**src/rtl/ysyx_22041207_shift_mul_if.sv**
```systemverilog
// Request/response bundle between the ALU (master) and the iterative shift-add multiplier (slave).
interface ysyx_22041207_shift_mul_if;
  logic        mul_valid;
  logic        flush;
  logic [63:0] multiplicand;
  logic [63:0] multiplier;
  logic        mulw;
  logic [1:0]  mul_signed;
  logic        mul_ready;
  logic        out_valid;
  logic [63:0] result_hi;
  logic [63:0] result_lo;

  modport master (
    output mul_valid, flush, multiplicand, multiplier, mulw, mul_signed,
    input  mul_ready, out_valid, result_hi, result_lo
  );

  modport slave (
    input  mul_valid, flush, multiplicand, multiplier, mulw, mul_signed,
    output mul_ready, out_valid, result_hi, result_lo
  );
endinterface

```
**src/rtl/ysyx_22041207_shift_mul.sv**
```systemverilog
// Radix-2 shift-add 64x64->128 multiplier with RV64M signedness, MULW and flush abort.
// Optional feature: define YSYX_22041207_MUL_EARLY_EXIT_EN to finish once the remaining multiplier is zero.
module ysyx_22041207_shift_mul (
  input  logic                            clk,
  input  logic                            rst,
  ysyx_22041207_shift_mul_if.slave        bus
);

  typedef enum logic [1:0] {
    IDLE = 2'd0,
    BUSY = 2'd1,
    DONE = 2'd2
  } state_t;

  state_t       state_r;
  logic [127:0] mcand_r;
  logic [63:0]  mplier_r;
  logic [127:0] acc_r;
  logic [6:0]   cnt_r;
  logic         neg_r;
  logic         mulw_r;
  logic         ready_r;
  logic         valid_r;
  logic [63:0]  res_hi_r;
  logic [63:0]  res_lo_r;

  logic [63:0]  abs_a_s;
  logic [63:0]  abs_b_s;
  logic         neg_s;
  logic [6:0]   steps_s;
  logic [127:0] acc_step_s;
  logic [63:0]  mplier_next_s;
  logic [127:0] product_s;
  logic         last_step_s;
  logic [63:0]  res_hi_next_s;
  logic [63:0]  res_lo_next_s;

  function automatic logic [63:0] magnitude(input logic [63:0] v, input logic is_signed);
    if (is_signed && v[63]) begin
      magnitude = ~v + 64'd1;
    end else begin
      magnitude = v;
    end
  endfunction

  // Operand preparation at acceptance; MULW keeps only the low word, whose product bits are sign-independent.
  always_comb begin
    abs_a_s = 64'd0;
    abs_b_s = 64'd0;
    neg_s   = 1'b0;
    steps_s = 7'd64;
    if (bus.mulw) begin
      abs_a_s = {32'd0, bus.multiplicand[31:0]};
      abs_b_s = {32'd0, bus.multiplier[31:0]};
      neg_s   = 1'b0;
      steps_s = 7'd32;
    end else begin
      abs_a_s = magnitude(bus.multiplicand, bus.mul_signed[1]);
      abs_b_s = magnitude(bus.multiplier, bus.mul_signed[1] & bus.mul_signed[0]);
      neg_s   = (bus.multiplicand[63] & bus.mul_signed[1]) ^
                (bus.multiplier[63] & bus.mul_signed[1] & bus.mul_signed[0]);
      steps_s = 7'd64;
    end
  end

  // One shift-add step plus the sign-corrected, width-formatted result for the final step.
  always_comb begin
    acc_step_s    = mplier_r[0] ? (acc_r + mcand_r) : acc_r;
    mplier_next_s = {1'b0, mplier_r[63:1]};
    product_s     = neg_r ? (~acc_step_s + 128'd1) : acc_step_s;
`ifdef YSYX_22041207_MUL_EARLY_EXIT_EN
    last_step_s   = (cnt_r == 7'd1) || (mplier_next_s == 64'd0);
`else
    last_step_s   = (cnt_r == 7'd1);
`endif
    if (mulw_r) begin
      res_hi_next_s = 64'd0;
      res_lo_next_s = {{32{product_s[31]}}, product_s[31:0]};
    end else begin
      res_hi_next_s = product_s[127:64];
      res_lo_next_s = product_s[63:0];
    end
  end

  // Control FSM and datapath registers; reset beats flush, flush beats accept.
  always_ff @(posedge clk) begin
    if (!rst) begin
      state_r  <= IDLE;
      mcand_r  <= 128'd0;
      mplier_r <= 64'd0;
      acc_r    <= 128'd0;
      cnt_r    <= 7'd0;
      neg_r    <= 1'b0;
      mulw_r   <= 1'b0;
      ready_r  <= 1'b1;
      valid_r  <= 1'b0;
      res_hi_r <= 64'd0;
      res_lo_r <= 64'd0;
    end else if (bus.flush) begin
      state_r <= IDLE;
      ready_r <= 1'b1;
      valid_r <= 1'b0;
    end else begin
      case (state_r)
        IDLE: begin
          if (bus.mul_valid) begin
            mcand_r  <= {64'd0, abs_a_s};
            mplier_r <= abs_b_s;
            acc_r    <= 128'd0;
            cnt_r    <= steps_s;
            neg_r    <= neg_s;
            mulw_r   <= bus.mulw;
            state_r  <= BUSY;
            ready_r  <= 1'b0;
            valid_r  <= 1'b0;
          end else begin
            ready_r  <= 1'b1;
            valid_r  <= 1'b0;
          end
        end
        BUSY: begin
          acc_r    <= acc_step_s;
          mcand_r  <= {mcand_r[126:0], 1'b0};
          mplier_r <= mplier_next_s;
          cnt_r    <= cnt_r - 7'd1;
          if (last_step_s) begin
            res_hi_r <= res_hi_next_s;
            res_lo_r <= res_lo_next_s;
            state_r  <= DONE;
            valid_r  <= 1'b1;
          end else begin
            valid_r  <= 1'b0;
          end
        end
        DONE: begin
          state_r <= IDLE;
          valid_r <= 1'b0;
          ready_r <= 1'b1;
        end
        default: begin
          state_r <= IDLE;
          valid_r <= 1'b0;
          ready_r <= 1'b1;
        end
      endcase
    end
  end

  assign bus.mul_ready = ready_r;
  assign bus.out_valid = valid_r;
  assign bus.result_hi = res_hi_r;
  assign bus.result_lo = res_lo_r;

endmodule

```
**src/flat_wrapper.sv**
```systemverilog
// flat-port wrapper written by rule: the top's interface ports become plain ports
module ysyx_22041207_shift_mul_flat 
  (clk, rst, bus_mul_valid, bus_flush, bus_multiplicand, bus_multiplier, bus_mulw, bus_mul_signed, bus_mul_ready, bus_out_valid, bus_result_hi, bus_result_lo);
  ysyx_22041207_shift_mul_if bus_i ();
  input  logic clk;
  input  logic rst;
  input wire logic [$bits(bus_i.mul_valid)-1:0] bus_mul_valid;
  input wire logic [$bits(bus_i.flush)-1:0] bus_flush;
  input wire logic [$bits(bus_i.multiplicand)-1:0] bus_multiplicand;
  input wire logic [$bits(bus_i.multiplier)-1:0] bus_multiplier;
  input wire logic [$bits(bus_i.mulw)-1:0] bus_mulw;
  input wire logic [$bits(bus_i.mul_signed)-1:0] bus_mul_signed;
  output wire logic [$bits(bus_i.mul_ready)-1:0] bus_mul_ready;
  output wire logic [$bits(bus_i.out_valid)-1:0] bus_out_valid;
  output wire logic [$bits(bus_i.result_hi)-1:0] bus_result_hi;
  output wire logic [$bits(bus_i.result_lo)-1:0] bus_result_lo;
  assign bus_i.mul_valid = bus_mul_valid;
  assign bus_i.flush = bus_flush;
  assign bus_i.multiplicand = bus_multiplicand;
  assign bus_i.multiplier = bus_multiplier;
  assign bus_i.mulw = bus_mulw;
  assign bus_i.mul_signed = bus_mul_signed;
  assign bus_mul_ready = bus_i.mul_ready;
  assign bus_out_valid = bus_i.out_valid;
  assign bus_result_hi = bus_i.result_hi;
  assign bus_result_lo = bus_i.result_lo;
  ysyx_22041207_shift_mul u_core (.clk(clk), .rst(rst), .bus(bus_i));
endmodule
```
**config.mk**
```make
export PLATFORM = sky130hd
export DESIGN_NAME = ysyx_22041207_shift_mul_flat
export DESIGN_NICKNAME = d
export VERILOG_FILES = /design/src/rtl/ysyx_22041207_shift_mul_if.sv /design/src/rtl/ysyx_22041207_shift_mul.sv /design/src/flat_wrapper.sv
export SDC_FILE = /design/constraint.sdc
export NUM_CORES = 2
export LEC_CHECK = 0
export CORE_MARGIN = 5
export CORE_UTILIZATION = 47
export DETAILED_ROUTE_END_ITERATION = 16
export PLACE_DENSITY = 0.66
export SYNTH_ARGS = -nofsm -noshare
export SYNTH_HDL_FRONTEND = slang
export SYNTH_SLANG_ARGS = --single-unit
```
**constraint.sdc**
```tcl
create_clock -name clk -period 6.35 [get_ports clk]
set_clock_uncertainty 0.2 [all_clocks]
set_input_delay 1.27 -clock clk [delete_from_list [all_inputs] [get_ports clk]]
set_output_delay 1.27 -clock clk [all_outputs]
set_load 0.03 [all_outputs]
```
# Word-level counts from Yosys, hierarchy flattened
# Cells that the tools add are included.
word_totals:
  register_bits: 461
  latchBits: 0
  ram_bits: 0
  rom_bits: 0
  in_bits: 135
  output_inout_bits: 130
  n_memories: 0
classes:
  add_sub_neg: 5
  mul: 0
  n_div: 0
  order_cmp: 0
  eq_ne: 4
  shift: 0
  n_mux: 24
  bitwise_logic: 11
  n_reduce_logical: 10
ops:
  columns: ["operator", "n"]
  rows:
  - ["2-to-1 mux 128 bit", 4]
  - ["one-hot mux 128 bit (2 select lines)", 2]
  - ["2-to-1 mux 64 bit", 7]
  - ["adder 128 x 1 -> 128 bit, second input constant", 1]
  - ["adder 128 bit", 1]
  - ["adder 64 x 1 -> 64 bit, second input constant", 2]
  - ["inverter 128 bit", 1]
  - ["inverter 64 bit", 2]
  - ["one-hot mux 64 bit (2 select lines)", 1]
  - ["2-to-1 mux 7 bit", 2]
  - ["one-hot mux 7 bit (2 select lines)", 1]
  - ["AND reduction 3 bit", 3]
  - ["equality test 7 x 1 -> 1 bit, second input constant", 1]
  - ["subtractor 7 x 1 -> 7 bit, second input constant", 1]
  - ["AND 1 bit", 4]
  - ["2-to-1 mux 2 bit", 2]
  - ["one-hot mux 2 bit (2 select lines)", 1]
  - ["2-to-1 mux 1 bit", 3]
  - ["inverter 1 bit", 3]
  - ["OR reduction 3 bit", 1]
  - ["equality test 2 x 1 -> 1 bit, second input constant", 1]
  - ["logical AND 1 bit", 2]
  - ["logical NOT 2 bit", 1]
  - ["!= test 2 x 1 -> 1 bit, second input constant", 1]
  - ["other kinds (6)", 6]

# Logic depth before layout (Yosys ltp)
logic_depth:
  word_depth: 6
  ltp_mapped: 18
  depth_no_buf: 17

# Worst setup path before layout
# Ideal clock, no wire load.
synth_path:
  path_type: "input to register"
  start: "input bus_multiplicand[9]"
  end: "register u_core.mcand_r[61]"
  setup_ps: 132
  arrival_time_ps: 4552
  path_slack_ps: 1466
  path_stages: 14
  path_buffers: 0
  cell_sequence: "or4_1 > or4_1 > nor2_1 > and2_1 > nand2_1 > nor3b_1 > nand2_1 > nor4_2 > nand2_1 > o41ai_2 > nand2_1 > xor2_1 > a221oi_1 > nor3_1"
synth_via:
  elab_chain_cells: 6
synth_lines:
  columns: ["item", "line_no", "source"]
  rows:
  - ["start: declaration", "flat_wrapper.sv:9", "input wire logic [$bits(bus_i.multiplicand)-1:0] bus_multiplicand;"]
  - ["inverter 64 bit", "ysyx_22041207_shift_mul.sv:40", "magnitude = ~v + 64'd1;"]
  - ["adder 64 x 1 -> 64 bit", "ysyx_22041207_shift_mul.sv:40", null]
  - ["2-to-1 mux 64 bit", "ysyx_22041207_shift_mul.sv:39", "if (is_signed && v[63]) begin"]
  - ["2-to-1 mux 64 bit", "ysyx_22041207_shift_mul.sv:52", "if (bus.mulw) begin"]
  - ["2-to-1 mux 128 bit", "ysyx_22041207_shift_mul.sv:106", "if (bus.mul_valid) begin"]
  - ["one-hot mux 128 bit (2 select lines)", "ysyx_22041207_shift_mul.sv:104", "case (state_r)"]
  - ["end signal: assignment", "ysyx_22041207_shift_mul.sv:107", "mcand_r <= {64'd0, abs_a_s};"]
  - ["end signal: assignment", "ysyx_22041207_shift_mul.sv:123", "mcand_r <= {mcand_r[126:0], 1'b0};"]
  - ["end: declaration", "ysyx_22041207_shift_mul.sv:16", "logic [127:0] mcand_r;"]
# Every way passes these cells. The select of a mux whose other input is x is not followed.
# A chain may end at the register's enable or synchronous reset.

# Worst setup path after layout
layout_path:
  start: "register u_core.acc_r[21]"
  end: "register u_core.res_lo_r[37], in the netlist u_core.bus.result_lo[37]"
layout_via:
  elab_chain_cells: 6
layout_lines:
  columns: ["item", "line_no", "source"]
  rows:
  - ["start: declaration", "ysyx_22041207_shift_mul.sv:18", "logic [127:0] acc_r;"]
  - ["start signal: assignment", "ysyx_22041207_shift_mul.sv:122", "acc_r <= acc_step_s;"]
  - ["adder 128 bit", "ysyx_22041207_shift_mul.sv:68", "acc_step_s = mplier_r[0] ? (acc_r + mcand_r) : acc_r;"]
  - ["2-to-1 mux 128 bit (*)", "ysyx_22041207_shift_mul.sv:68", null]
  - ["inverter 128 bit", "ysyx_22041207_shift_mul.sv:70", "product_s = neg_r ? (~acc_step_s + 128'd1) : acc_step_s;"]
  - ["adder 128 x 1 -> 128 bit", "ysyx_22041207_shift_mul.sv:70", null]
  - ["2-to-1 mux 128 bit (*)", "ysyx_22041207_shift_mul.sv:70", null]
  - ["2-to-1 mux 64 bit (*)", "ysyx_22041207_shift_mul.sv:76", "if (mulw_r) begin"]
  - ["end signal: assignment", "ysyx_22041207_shift_mul.sv:128", "res_lo_r <= res_lo_next_s;"]
  - ["end: declaration", "ysyx_22041207_shift_mul.sv:25", "logic [63:0] res_lo_r;"]
# Every way passes the cells marked *; elsewhere a longest branch is shown, timed or not.

==> flow_metrics.env <==
export IMPL_worst_ir_drop_vdd_uv=198.9
export IMPL_r2r_slack_ns=0.30
export IMPL_syn_area_per_cell_um2=7.336
export IMPL_synth_edf_count=0
export IMPL_min_path_type="reg -> reg"
export IMPL_fp_row_count=102
export IMPL_final_min_clock_period_ns=6.052
export IMPL_rsz0062_at_grt="no"
export IMPL_port_buffers=264
export IMPL_vias=40317
export IMPL_synth_main_ff_cell="dfxtp_1"
export IMPL_post_cts_buffers=0
export IMPL_viasPerCell=6.465
export IMPL_path_clk_slew_ns=0.06
export IMPL_max_stage_delay_ns=0.61
export IMPL_ant_nets=0
export IMPL_async_reset_ff_share_pct=0
export IMPL_critPathLaunchType="flip-flop"
export IMPL_crit_top_cell="a21oi_1"
export IMPL_setup_viol=0
export IMPL_cp_required_ns=6.70
export IMPL_grt_util_met2_pct=60.07
export IMPL_htree_levels=2
export IMPL_wire_per_inst_um=25.87
export IMPL_grt_util_all_layers_pct=36.48
export IMPL_path_class="reg -> reg"
export IMPL_fin_crit_sh_pct=95.31
export IMPL_dpl_hpwl_um=124800
export IMPL_overflow=0
export IMPL_drc=0
export IMPL_p_leak_uw=0.01549
export IMPL_place_inst=6126
export IMPL_hold_path_startpoint="u_core.bus.result_hi[39]"
export IMPL_crit_arrival_ns=6.41
export IMPL_grtUsageMet3_pct=5.882
export IMPL_netlist_top_cells_area="dfxtp_1, nor2_1, a21oi_1"
export IMPL_initial_core_util_pct=47.42
export IMPL_final_hold_viol_count=0
export IMPL_antenna_found_initial=13
export IMPL_grt_max_degree=148
export IMPL_worstHoldEndpoint="u_core.bus.result_hi[39]"
export IMPL_postSynthCellCount=5007
export IMPL_final_max_slew_viol_count=0
export IMPL_design_core_area_um2=77470
export IMPL_grt_pass1_wl_um=235800
export IMPL_use_met1_pct=43.99
export IMPL_final_layout_size_suffix_gt1_share_pct=8.022
export IMPL_place_gp_congestion=1.040
export IMPL_clockBufferDepth=3
export IMPL_ys_seq_area_share_pct=25.12
export IMPL_r2r_end="u_core.bus.result_lo[37]"
export IMPL_synth_largest_area_cell="dfxtp_1"
export IMPL_maxSlewHeadroom_pct=14.06
export IMPL_ff2ff_path_depth=16
export IMPL_cpMaxStageDelayCell="nand2_1"
export IMPL_cts_sinks=461
export IMPL_clk_latency_ns=0.65
export IMPL_die_w_um=289.6
export IMPL_cp_cell_sequence="ha_1 -> a21oi_1 -> o21ai_0 -> buf_4 -> a21oi_1 -> a211oi_1 -> a211oi_1 -> nand3_1 -> nor4_4 -> buf_4 -> a21oi_1 -> xnor2_1 -> nand2_1 -> nand2_1 -> o22ai_1 -> nor2_1"
export IMPL_dr_pass1_iters=6
export IMPL_dieArea_um2=83850
export IMPL_cts_made_buffers=56
export IMPL_power_density_nw_per_um2=183.9
export IMPL_yosys_warnings=0
export IMPL_die_h_um=289.6
export IMPL_grt_pass1_vias=37553
export IMPL_status="completed"
export IMPL_cts_root_buf="clkbuf_16"
export IMPL_maxCapViolCount=0
export IMPL_placed_area_um2=40410
export IMPL_nets=5412
export IMPL_ios=265
export IMPL_fin_util_pct=54.72
export IMPL_critPathMaxFanout=18
export IMPL_busiest_layer="met2"
export IMPL_fin_area_um2=42390
export IMPL_syn_to_final_growth_pct=15.41
export IMPL_cp_end_kind="flip-flop"
export IMPL_rr_startpoint="u_core.acc_r[21]"
export IMPL_tns_ns=0
export IMPL_cts_tree="done"
export IMPL_synth_area_um2=36730
export IMPL_tightest_slew_ns=1.289
export IMPL_hold_buffers=0
export IMPL_synth_top_cell_area_share_pct=25.12
export IMPL_ys_types=120
export IMPL_fin_cells=6236
export IMPL_syn_num_nets=5275
export IMPL_max_clock_freq_mhz=165.2
export IMPL_routed_wl_um=161300
export IMPL_hold_depth=2
export IMPL_yosys_register_bits=461
export IMPL_drtIter0Drc=3997
metal layers:
layer / routed length [um] / vias to the layer above
met4: 13470 / 6
li1: - / 18852
met5: 32 / -
met3: 11310 / 470
met2: 73080 / 1825
met1: 63440 / 19164
synth_stat cells, drive strengths merged (15+ instances only):
master / number
nor2: 761
a21oi: 476
nand2: 470
dfxtp: 461
o21ai: 320
clkbuf: 213
nor3: 191
xor2: 146
xnor2: 144
ha: 132
a22oi: 129
buf: 129
nand4: 121
a211oi: 112
a221oi: 85
nand3: 80
o31ai: 64
inv: 61
a21o: 57
nor4: 57
o211ai: 53
or3: 53
a31oi: 43
nor2b: 39
mux2i: 35
o21a: 35
and2: 34
nand2b: 32
and4: 31
o21bai: 30
a22o: 29
and3: 26
or2: 25
or4: 23
mux2: 20
o41ai: 20
o31a: 19
o211a: 18
nand3b: 15
kinds of logic (layout without fill, tap and decap cells):
kind of cell	count (synthesis)	count (layout)	share of synthesized area, %
muxes	55	55	1.567
adders and majority gates	133	133	4.551
DFF	461	461	25.12
AOI/OAI and AO/OA	1655	1655	30.49
other	0	10	0
and+or+nand+nor	2003	2003	26.18
xor gates and xnor gates	291	291	6.976
buffers and inverters	409	588	5.120
report_power, final:
group	total [uW]	internal (uW)	switching, uW	leakage, uW
Clock	3470	2040	1430	0.000953
Sequential	3030	2960	69.6	0.00373
Combinational	1300	451	847	0.0108
how the worst max path moves through the flow:
stage / startpoint / end / cells after the start / slack [ns]
finish: u_core.acc_r[21] / u_core.bus.result_lo[37] / 16 / 0.30
global route: u_core.mcand_r[21] / u_core.bus.result_lo[37] / 16 / 0.008
CTS: u_core.acc_r[21] / u_core.bus.result_lo[37] / 16 / 0.44
detailed placement: bus_multiplicand[9] / u_core.mcand_r[58] / 13 / 0.48
global placement: bus_multiplicand[9] / u_core.mcand_r[62] / 13 / 0.50
floorplan: bus_multiplicand[9] / u_core.mcand_r[61] / 14 / 1.47
critical path: cells and delay by family (launching register included):
family | cells | cell delay, ns
adders and majority gates | 1 | 0.43
DFF | 1 | 0.34
xor gates and xnor gates | 1 | 0.56
and+or+nand+nor | 5 | 2.12
AOI/OAI and AO/OA | 7 | 1.84
buffers and inverters | 2 | 0.45
registers in the layout, indices dropped and copies added, names as in the netlist:
name / count
u_core.acc_r: 128
u_core.mcand_r: 128
u_core.bus.result_hi: 64
u_core.bus.result_lo: 64
u_core.mplier_r: 64
u_core.cnt_r: 7
u_core.state_r: 2
u_core.bus.mul_ready: 1
u_core.bus.out_valid: 1
u_core.mulw_r: 1
u_core.neg_r: 1
area by class of cell:
type | instances | area (um2)
inverters | 63 | 246.5
diodes | 10 | 25.02
fillers | 7630 | 35070
repair buffers | 425 | 3939
clock buffers | 73 | 1575
clock inverters | 27 | 375.4
multi-input cells | 4137 | 25690
well taps | 1040 | 1301
flip-flops and latches | 461 | 9236
what timing repair did:
item	CTS	global route
hold endpoints to repair	0	0
gates resized for setup	0	1
setup endpoints to repair	0	1
layout by cell type (no fill, tap or decap), types with 31 or more instances in the layout:
| cell | count |
|---|---|
| a211oi_1 | 110 |
| and2_1 | 32 |
| or3_1 | 53 |
| a22oi_1 | 129 |
| clkbuf_16 | 56 |
| nand2_1 | 467 |
| a21oi_1 | 470 |
| nand4_1 | 116 |
| inv_1 | 60 |
| buf_4 | 154 |
| and4_1 | 31 |
| xor2_1 | 146 |
| o211ai_1 | 52 |
| clkdlybuf4s50_1 | 264 |
| o21a_1 | 35 |
| a221oi_1 | 81 |
| ha_1 | 132 |
| o21ai_1 | 35 |
| xnor2_1 | 144 |
| o21ai_0 | 280 |
| dfxtp_1 | 459 |
| mux2i_1 | 35 |
| nand3_1 | 79 |
| nor4_1 | 42 |
| a21o_1 | 57 |
| nor2_1 | 755 |
| o31ai_1 | 59 |
| nor3_1 | 186 |
| nor2b_1 | 37 |
| a31oi_1 | 38 |
through the flow:
step | worst slack (ns) | power, uW | hold slack [ns]
final | 0.2977 | 7795 | 0.2422
after global routing | 0.008011 | 8030 | 0.2592
after CTS | 0.4373 | 7786 | 0.2473
after detailed placement | 0.4759 | 4358 | 0.2384
after global placement | 0.5040 | 4351 | 0.2338
after floorplan | 1.466 | 3895 | 0.2366
(Power assumes the default switching activity.)
